## src/rtl/seq_restoring_divider_pkg.sv

```systemverilog
// Shared definitions for the sequential arithmetic units: state encoding common to
// the divider and the multiplier FSMs, default operand width and counter sizing.
package seq_restoring_divider_pkg;

    localparam int N_DEF = 4;

    typedef enum logic [1:0] {
        ST_IDLE = 2'b00,
        ST_BUSY = 2'b01,
        ST_DONE = 2'b10
    } state_e;

    // Iteration counter must hold 0..2N without wrapping.
    function automatic int cnt_width(input int n);
        return $clog2(2 * n + 1);
    endfunction

endpackage

```

## src/rtl/seq_restoring_divider_datapath.sv

```systemverilog
// Restoring-division datapath: dividend/quotient shift register, captured divisor,
// partial remainder, trial subtractor and step counter.
module seq_restoring_divider_datapath
    import seq_restoring_divider_pkg::*;
#(
    parameter int N = N_DEF
) (
    input  logic             clk,
    input  logic             rst,
    input  logic             load_i,
    input  logic             step_i,
    input  logic [2*N-1:0]   a_i,
    input  logic [N-1:0]     b_i,
    output logic [2*N-1:0]   q_step_o,
    output logic [N-1:0]     r_step_o,
    output logic             last_o
);

    localparam int CW = cnt_width(N);
    localparam logic [CW-1:0] LAST_CNT = CW'(2 * N - 1);
    localparam logic [CW-1:0] CNT_ONE  = {{(CW-1){1'b0}}, 1'b1};

    logic [2*N-1:0] d_q, d_d, d_step_s;
    logic [N-1:0]   v_q, v_d;
    logic [N:0]     p_q, p_d, p_step_s;
    logic [N:0]     sh_s, t_s;
    logic [CW-1:0]  cnt_q, cnt_d;
    logic           qbit_s;

    // One restoring step; P is N+1 bits so a negative trial shows up in t_s[N].
    always_comb begin
        sh_s = {p_q[N-1:0], d_q[2*N-1]};
        t_s  = sh_s - {1'b0, v_q};
        if (t_s[N] == 1'b0) begin
            p_step_s = t_s;
            qbit_s   = 1'b1;
        end else begin
            p_step_s = sh_s;
            qbit_s   = 1'b0;
        end
        d_step_s = {d_q[2*N-2:0], qbit_s};
    end

    // Next-state selection for load / step / hold.
    always_comb begin
        d_d   = d_q;
        v_d   = v_q;
        p_d   = p_q;
        cnt_d = cnt_q;
        if (load_i) begin
            d_d   = a_i;
            v_d   = b_i;
            p_d   = {(N+1){1'b0}};
            cnt_d = {CW{1'b0}};
        end else if (step_i) begin
            d_d   = d_step_s;
            p_d   = p_step_s;
            cnt_d = cnt_q + CNT_ONE;
        end else begin
            d_d   = d_q;
            p_d   = p_q;
        end
    end

    // Datapath registers.
    always_ff @(posedge clk or posedge rst) begin
        if (rst) begin
            d_q   <= {(2*N){1'b0}};
            v_q   <= {N{1'b0}};
            p_q   <= {(N+1){1'b0}};
            cnt_q <= {CW{1'b0}};
        end else begin
            d_q   <= d_d;
            v_q   <= v_d;
            p_q   <= p_d;
            cnt_q <= cnt_d;
        end
    end

    assign q_step_o = d_step_s;
    assign r_step_o = p_step_s[N-1:0];
    assign last_o   = (cnt_q == LAST_CNT);

endmodule

```

## src/rtl/seq_restoring_divider.sv

```systemverilog
// Sequential restoring divider, 2N/N -> 2N quotient + N remainder, one quotient bit
// per clock, with the s/Done start-complete handshake shared with the multiplier.
module seq_restoring_divider
    import seq_restoring_divider_pkg::*;
#(
    parameter int N = N_DEF
) (
    input  logic             clk,
    input  logic             rst,
    input  logic             s,
    input  logic [2*N-1:0]   A,
    input  logic [N-1:0]     B,
    output logic             Busy,
    output logic             Done,
    output logic             DZ,
    output logic [2*N-1:0]   Q,
    output logic [N-1:0]     R
);

    state_e         state_q, state_d;
    logic           busy_q, busy_d;
    logic           done_q, done_d;
    logic           dz_q, dz_d;
    logic [2*N-1:0] q_q, q_d;
    logic [N-1:0]   r_q, r_d;
    logic           load_s, step_s, last_s;
    logic [2*N-1:0] q_step_s;
    logic [N-1:0]   r_step_s;

    seq_restoring_divider_datapath #(.N(N)) u_datapath (
        .clk      (clk),
        .rst      (rst),
        .load_i   (load_s),
        .step_i   (step_s),
        .a_i      (A),
        .b_i      (B),
        .q_step_o (q_step_s),
        .r_step_o (r_step_s),
        .last_o   (last_s)
    );

    // Next-state, datapath controls and registered-output next values.
    always_comb begin
        state_d = state_q;
        load_s  = 1'b0;
        step_s  = 1'b0;
        dz_d    = dz_q;
        q_d     = q_q;
        r_d     = r_q;
        case (state_q)
            ST_IDLE: begin
                if (s) begin
                    if (B != {N{1'b0}}) begin
                        load_s  = 1'b1;
                        dz_d    = 1'b0;
                        state_d = ST_BUSY;
                    end else begin
                        q_d     = {(2*N){1'b1}};
                        r_d     = {N{1'b0}};
                        dz_d    = 1'b1;
                        state_d = ST_DONE;
                    end
                end else begin
                    state_d = ST_IDLE;
                end
            end
            ST_BUSY: begin
                step_s = 1'b1;
                if (last_s) begin
                    q_d     = q_step_s;
                    r_d     = r_step_s;
                    state_d = ST_DONE;
                end else begin
                    state_d = ST_BUSY;
                end
            end
            ST_DONE: begin
                if (s) begin
                    state_d = ST_DONE;
                end else begin
                    state_d = ST_IDLE;
                end
            end
            default: state_d = ST_IDLE;
        endcase
        busy_d = (state_d == ST_BUSY);
        done_d = (state_d == ST_DONE);
    end

    // State and registered Moore outputs.
    always_ff @(posedge clk or posedge rst) begin
        if (rst) begin
            state_q <= ST_IDLE;
            busy_q  <= 1'b0;
            done_q  <= 1'b0;
            dz_q    <= 1'b0;
            q_q     <= {(2*N){1'b0}};
            r_q     <= {N{1'b0}};
        end else begin
            state_q <= state_d;
            busy_q  <= busy_d;
            done_q  <= done_d;
            dz_q    <= dz_d;
            q_q     <= q_d;
            r_q     <= r_d;
        end
    end

    assign Busy = busy_q;
    assign Done = done_q;
    assign DZ   = dz_q;
    assign Q    = q_q;
    assign R    = r_q;

endmodule

```

## config.mk

```make
export PLATFORM = sky130hd
export DESIGN_NAME = seq_restoring_divider
export DESIGN_NICKNAME = d
export VERILOG_FILES = /design/src/rtl/seq_restoring_divider_pkg.sv /design/src/rtl/seq_restoring_divider_datapath.sv /design/src/rtl/seq_restoring_divider.sv
export SDC_FILE = /design/constraint.sdc
export NUM_CORES = 1
export LEC_CHECK = 0
export ABC_CLOCK_PERIOD_IN_PS = 3400
export CAP_MARGIN = 25
export CORE_UTILIZATION = 56
export DETAILED_ROUTE_END_ITERATION = 16
export GPL_ROUTABILITY_DRIVEN = 0
export PLACE_DENSITY = 0.9
export SLEW_MARGIN = 20
export SYNTH_ARGS = -nofsm -noshare
export SYNTH_HDL_FRONTEND = slang
export SYNTH_SLANG_ARGS = --single-unit
```

## constraint.sdc

```tcl
create_clock -name clk -period 3.4 [get_ports clk]
set_clock_uncertainty 0.2 [all_clocks]
set_input_delay 0.68 -clock clk [delete_from_list [all_inputs] [get_ports clk]]
set_output_delay 0.68 -clock clk [all_outputs]
set_load 0.005 [all_outputs]
```

==> results of run 1 <==
final timing paths:
check	endpoint	slack [ps]	cells after the start
worst min-delay path	u_datapath.d_q[7]$_DFFE_PP0P_	290	2
min in group asynchronous	R[1]$_DFFE_PP0P_	630	2
worst max register to register	u_datapath.p_q[0]$_DFFE_PP0P_	940	7
worst max-delay path	u_datapath.p_q[0]$_DFFE_PP0P_	940	7
max in group asynchronous	u_datapath.v_q[2]$_DFFE_PP0N_	1720	3
worst min register to register	u_datapath.d_q[7]$_DFFE_PP0P_	290	2
cell type report:
cell class | instances | area share
sequential | 37 | 0.428
tap | 44 | 0.0254
timing repair buffer | 32 | 0.145
inverter | 6 | 0.0104
multi-input combinational | 106 | 0.366
clock buffer | 7 | 0.0254
metrics by stage:
stage	power, W	std cells
after global routing	0.00242	232
after global placement	0.00195	225
after floorplan	0.00166	154
after detailed placement	0.00202	225
after CTS	0.00226	232
final	0.00225	232
sequential cells by signal, indices dropped and copies added, names as in the netlist:
signal / count
R: 4
u_datapath.v_q: 4
u_datapath.p_q: 4
Busy: 1
Q: 8
u_datapath.d_q: 8
Done: 1
DZ: 1
u_datapath.cnt_q: 4
state_q: 2
worst reg2reg max path: stages (launching register included):
cell and delay (ps):
dfrtp_1 410, ha_1 220, fa_1 410, nand2b_4 170, a21oi_4 180, xor2_4 290
mux2_4 340, o22ai_1 170
power breakdown:
group | switching [W] | leakage [nW] | internal (W) | total, W
logic | 0.000582 | 0.504 | 0.000625 | 0.00121
registers | 0.000152 | 0.448 | 0.000654 | 0.000806
clock network | 0.000136 | 0.0314 | 0.0000977 | 0.000234
cell families (layout without fill, tap and decap cells):
logic type               after synthesis  count (layout)
AO/OA/AOI/OAI                         33              33
XOR/XNOR                               6               6
adder cells (fa/ha/maj)                6               6
buffers and inverters                 11              45
flip-flops                            37              37
multiplexers                           5               5
AND/OR/NAND/NOR                       56              56
metal layers:
metal | global-route usage | vias up | part of all wire
met1 | 0.278 | 610 | 0.41
met4 | 0.0816 | 0 | 0.0067
met3 | 0.0659 | 4 | 0.046
met2 | 0.407 | 35 | 0.54
li1 | - | 601 | -
met5 | 0 | - | 0
cell usage after synthesis (all sizes together):
library cell  number  share of area
fa                 1          0.011
or3b               1         0.0063
nor2b              2         0.0085
xnor2              2         0.0099
buf                3          0.016
clkbuf             2         0.0042
nand3b             1          0.011
o22ai              6          0.025
dfrtp             37           0.52
nor2              10          0.030
xor2               4          0.030
nand2             33          0.075
o21ai              9          0.025
nand3              4          0.011
mux2               3          0.023
nor4               1          0.012
nand2b             3          0.015
inv                6          0.013
o22a               8          0.039
mux2i              2          0.011
a22oi              8          0.051
a21oi              2          0.012
ha                 5          0.035
nand4              1         0.0035
==> impl_metrics.ini, run 1 <==
[outcome]
run_status = complete, no violations

[clock_network]
cts.sinks = 37
cts_tree = built
ctsRootBufferMaster = clkbuf_4
cts_hold_buf = 0
cts_buffers = 5
cts_max_level = 2
ctsResizeCount = 0
cts_setup_buffers = 0
clk_latency_ps = 340
clock_path_buffers = 2
path_clk_slew_ps = 100

[yosys]
syn_avg_cell_area_um2 = 11.5
synth_top_family_by_area = simple AND/OR/NAND/NOR gates
ys_ff_latch = 37
synthAdderAreaFrac = 0.0465
synth_warnings = 0
synth-seq-area-share = 0.521
synth_compound_area_frac = 0.152
synthCells = 154
synthMuxAreaShare = 0.0345
synthSimpleGateAreaFrac = 0.173
synthXorXnorAreaFrac = 0.0402
netlist_area_um2 = 1780
netlist-cell-type-count = 35
synth_nets = 175

[timing]
final_max_slew_viol_count = 0
setup_tns_ps = 0
holdWs_ps = 288
final.min_clock_period_ps = 2460
finalSetupViolCount = 0
final_hold_viol_count = 0
relSlewSlack = 0.418
fin_crit_sh = 0.722
tightest_slew_ps = 872
worst_slack_ps = 944
max_freq_mhz = 407
grt_setup_unrepaired = no

[worst_hold_path]
min_from = u_datapath.d_q[7]$_DFFE_PP0P_
hold_class = flip-flop to flip-flop

[global_routing]
grt_pass1_vias = 1323
grt_max_degree = 25
gr-total-overflow = 0
grt_pass1_wl_um = 5800
antenna_found_initial = 0
gr-usage-all-layers = 0.234

[routing]
drt-total-wl_um = 3450
viasPerCell = 5.39
drc_errors = 0
wl_per_cell_um = 14.9
dr.pass1.iters = 4
drt.antenna.violating_nets = 0
via_count = 1250
drt_iter0_drc = 32

[layout]
final_common_cell = dfrtp_1
num-fill-cells = 220
final_util = 0.714
final_nets = 209
final_cell_mix = dfrtp_1, nand2_1, clkdlybuf4s50_1
regArea_um2 = 926
fin_area_um2 = 2160
antennaDiodeCount = 0
area_growth_pct = 21.8
multi_input_area_um2 = 792
drive_gt1_frac = 0.154

[worst_setup_path]
cp_slowest_stage_delay_ps = 410
path_cells = ha_1 -> fa_1 -> nand2b_4 -> a21oi_4 -> xor2_4 -> mux2_4 -> o22ai_1
reg2reg_from = u_datapath.v_q[0]$_DFFE_PP0N_
path_max_fanout = 6
criticalPathCategory = flip-flop to flip-flop
cp-end-kind = flip-flop
cpMaxStageDelayCell = dfrtp_1
critPathArrivalTime_ps = 2510
critical-path-top-delay-family = adder cells
critPathBufInv = 0
worstPathRequired_ps = 3450
critPathLaunch = u_datapath.v_q[0]$_DFFE_PP0N_
start_kind = flip-flop

[power_and_ir_drop]
ir_drop_mv = 0.432
p_leak_nw = 0.983
p_per_area_nw_per_um2 = 1040

[floorplan]
fp.dieW_um = 58.3
die_area_um2 = 3400
start_util = 0.586
num_rows = 20
ios = 30
core_area_um2 = 3030
fp.dieH_um = 58.3

[placement]
portBuffers = 29
postPlaceCellArea_um2 = 2110
hpwl_um = 2500
pre_cts_ws_ps = 629

[flow_run]
drv_cap = 0
Note: power is estimated with default switching activity, not from simulation.
==> inputs of run 2 (changes only) <==
--- a/config.mk
+++ b/config.mk
@@ -5,12 +5,12 @@
 export SDC_FILE = /design/constraint.sdc
 export NUM_CORES = 1
 export LEC_CHECK = 0
-export ABC_CLOCK_PERIOD_IN_PS = 3400
+export ABC_CLOCK_PERIOD_IN_PS = 2300
 export CAP_MARGIN = 25
-export CORE_UTILIZATION = 56
+export CORE_UTILIZATION = 52
 export DETAILED_ROUTE_END_ITERATION = 16
 export GPL_ROUTABILITY_DRIVEN = 0
-export PLACE_DENSITY = 0.9
+export PLACE_DENSITY = 0.84
 export SLEW_MARGIN = 20
 export SYNTH_ARGS = -nofsm -noshare
 export SYNTH_HDL_FRONTEND = slang
==> constraint.sdc (replaced) <==
create_clock -name clk -period 2.3 [get_ports clk]
set_clock_uncertainty 0.2 [all_clocks]
set_input_delay 0.46 -clock clk [delete_from_list [all_inputs] [get_ports clk]]
set_output_delay 0.46 -clock clk [all_outputs]
set_load 0.005 [all_outputs]
==> run 2 against run 1 <==
Hold slack worse by 0.65 ps. Worst setup slack lost 920 ps. Maximum frequency grew 7.8%. Largest cell class unchanged. Register-to-register slack got worse by 920 ps. Count of clock-buffer cells in the layout unchanged. Highest routed layer unchanged. Global-route usage down 0.48 points. Sequential power increased by 48%. Wire length is 1.4% higher.
==> impl_metrics.ini, run 2 (synthesis results as in run 1) <==
[clock_network]
clock_path_buffers = 2
ctsRootBufferMaster = clkbuf_4
cts_max_level = 2
cts_tree = built
clk_latency_ps = 340
cts.sinks = 37
cts_hold_buf = 0
path_clk_slew_ps = 90
cts_buffers = 5

[outcome]
run_status = complete, no violations

[placement]
postPlaceCellArea_um2 = 2150
hpwl_um = 2440
portBuffers = 29

[power_and_ir_drop]
power.total_w = 0.00352
power_frac_comb = 0.564
clkPwrFrac = 0.097
p_per_area_nw_per_um2 = 1570
ir_drop_mv = 0.819
switching_power_w = 0.00134
sequentialPowerShare = 0.339
swShare = 0.381
intPower_w = 0.00218
p_leak_nw = 1.02

[layout]
antennaDiodeCount = 0
final_cell_mix = dfrtp_1, nand2_1, clkdlybuf4s50_1
drive_gt1_frac = 0.215
final_nets = 216
final_common_cell = dfrtp_1
fin_area_um2 = 2240
area_growth_pct = 26.0

[worst_setup_path]
worstPathRequired_ps = 2360
critPathBufInv = 0
critPathArrivalTime_ps = 2340
cp-end-kind = flip-flop
criticalPathCategory = flip-flop to flip-flop
cp_slowest_stage_delay_ps = 400
start_kind = flip-flop
critical-path-top-delay-family = adder cells
path_cells = ha_2 -> fa_2 -> nand2b_4 -> a21oi_4 -> xor2_4 -> mux2_4 -> o22ai_2
cpMaxStageDelayCell = dfrtp_1
path_max_fanout = 5
critPathLaunch = u_datapath.v_q[0]$_DFFE_PP0N_
reg2reg_from = u_datapath.v_q[0]$_DFFE_PP0N_

[global_routing]
gr-usage-all-layers = 0.229
grt_pass1_wl_um = 5960
grt_pass1_vias = 1271
grt_max_degree = 38
gr-total-overflow = 0
antenna_found_initial = 0

[timing]
final.min_clock_period_ps = 2280
final_max_slew_viol_count = 0
tightest_slew_ps = 466
grt_setup_unrepaired = yes
finalSetupViolCount = 0
holdWs_ps = 287
relSlewSlack = 0.690
max_freq_mhz = 439
setup_tns_ps = 0
final_hold_viol_count = 0
fin_crit_sh = 0.991

[floorplan]
ios = 30
core_area_um2 = 3150
start_util = 0.563
fp.dieH_um = 60.4
die_area_um2 = 3650
num_rows = 20
fp.dieW_um = 60.4

[worst_hold_path]
hold_class = flip-flop to flip-flop
min_from = DZ$_DFFE_PP0P_

[routing]
drt-total-wl_um = 3500
drt.antenna.violating_nets = 0
dr.pass1.iters = 4
via_count = 1281
wl_per_cell_um = 14.6
drc_errors = 0
drt_iter0_drc = 58
viasPerCell = 5.36

[flow_run]
drv_cap = 0
## run 2: worst paths after layout
| path | end | slack [ps] | cells after the start |
|---|---|---|---|
| max in group asynchronous | Q[0]$_DFFE_PP0P_ | 1250 | 3 |
| hold / removal | DZ$_DFFE_PP0P_ | 290 | 2 |
| setup reg to reg | u_datapath.p_q[1]$_DFFE_PP0P_ | 20 | 7 |
| hold reg to reg | DZ$_DFFE_PP0P_ | 290 | 2 |
| min in group asynchronous | Q[1]$_DFFE_PP0P_ | 320 | 3 |
| setup / recovery | u_datapath.p_q[1]$_DFFE_PP0P_ | 20 | 7 |
## run 2: stage by stage
step / cells / utilization / setup WS, ps
finish: 239 / 0.710 / 20.6
global route: 239 / 0.710 / -86.1
CTS: 238 / 0.706 / 4.58
detailed placement: 230 / 0.681 / -58.2
global placement: 230 / 0.681 / 26.6
floorplan: 154 / - / 45.5
## run 2: metal layers
| layer | global-route usage | wire [um] |
|---|---|---|
| met1 | 0.283 | 1530 |
| met2 | 0.381 | 1770 |
| met3 | 0.0725 | 161 |
| met4 | 0.0779 | 40 |
| met5 | 0 | 0 |
## run 2: final cells by class
| class | count | area, um^2 |
|---|---|---|
| Multi-Input combinational cell | 106 | 813 |
| Inverter | 6 | 22.5 |
| Sequential cell | 37 | 926 |
| Clock buffer | 7 | 55.1 |
| Fill cell | 241 | 916 |
| Timing Repair Buffer | 39 | 365 |
| Tap cell | 44 | 55.1 |
## run 2: repair_timing
item                       CTS  global route
pin swaps                    1             2
resized for setup            4             2
setup buffers                1             1
setup endpoints to repair    7             9
## run 2: power by group through the flow
stage	sequential, W	combinational [W]	clock, W
finish	0.00119	0.00198	0.000340
global route	0.00123	0.00219	0.000374
CTS	0.00119	0.00196	0.000351
detailed placement	0.00120	0.00186	0
global placement	0.00118	0.00178	0
floorplan	0.00117	0.00129	0
## run 2: worst reg2reg max path: stages, from the launching register on
cell and delay (ps):
dfrtp_1 400, ha_2 200, fa_2 340, nand2b_4 160, a21oi_4 170, xor2_4 260
mux2_4 350, o22ai_2 140
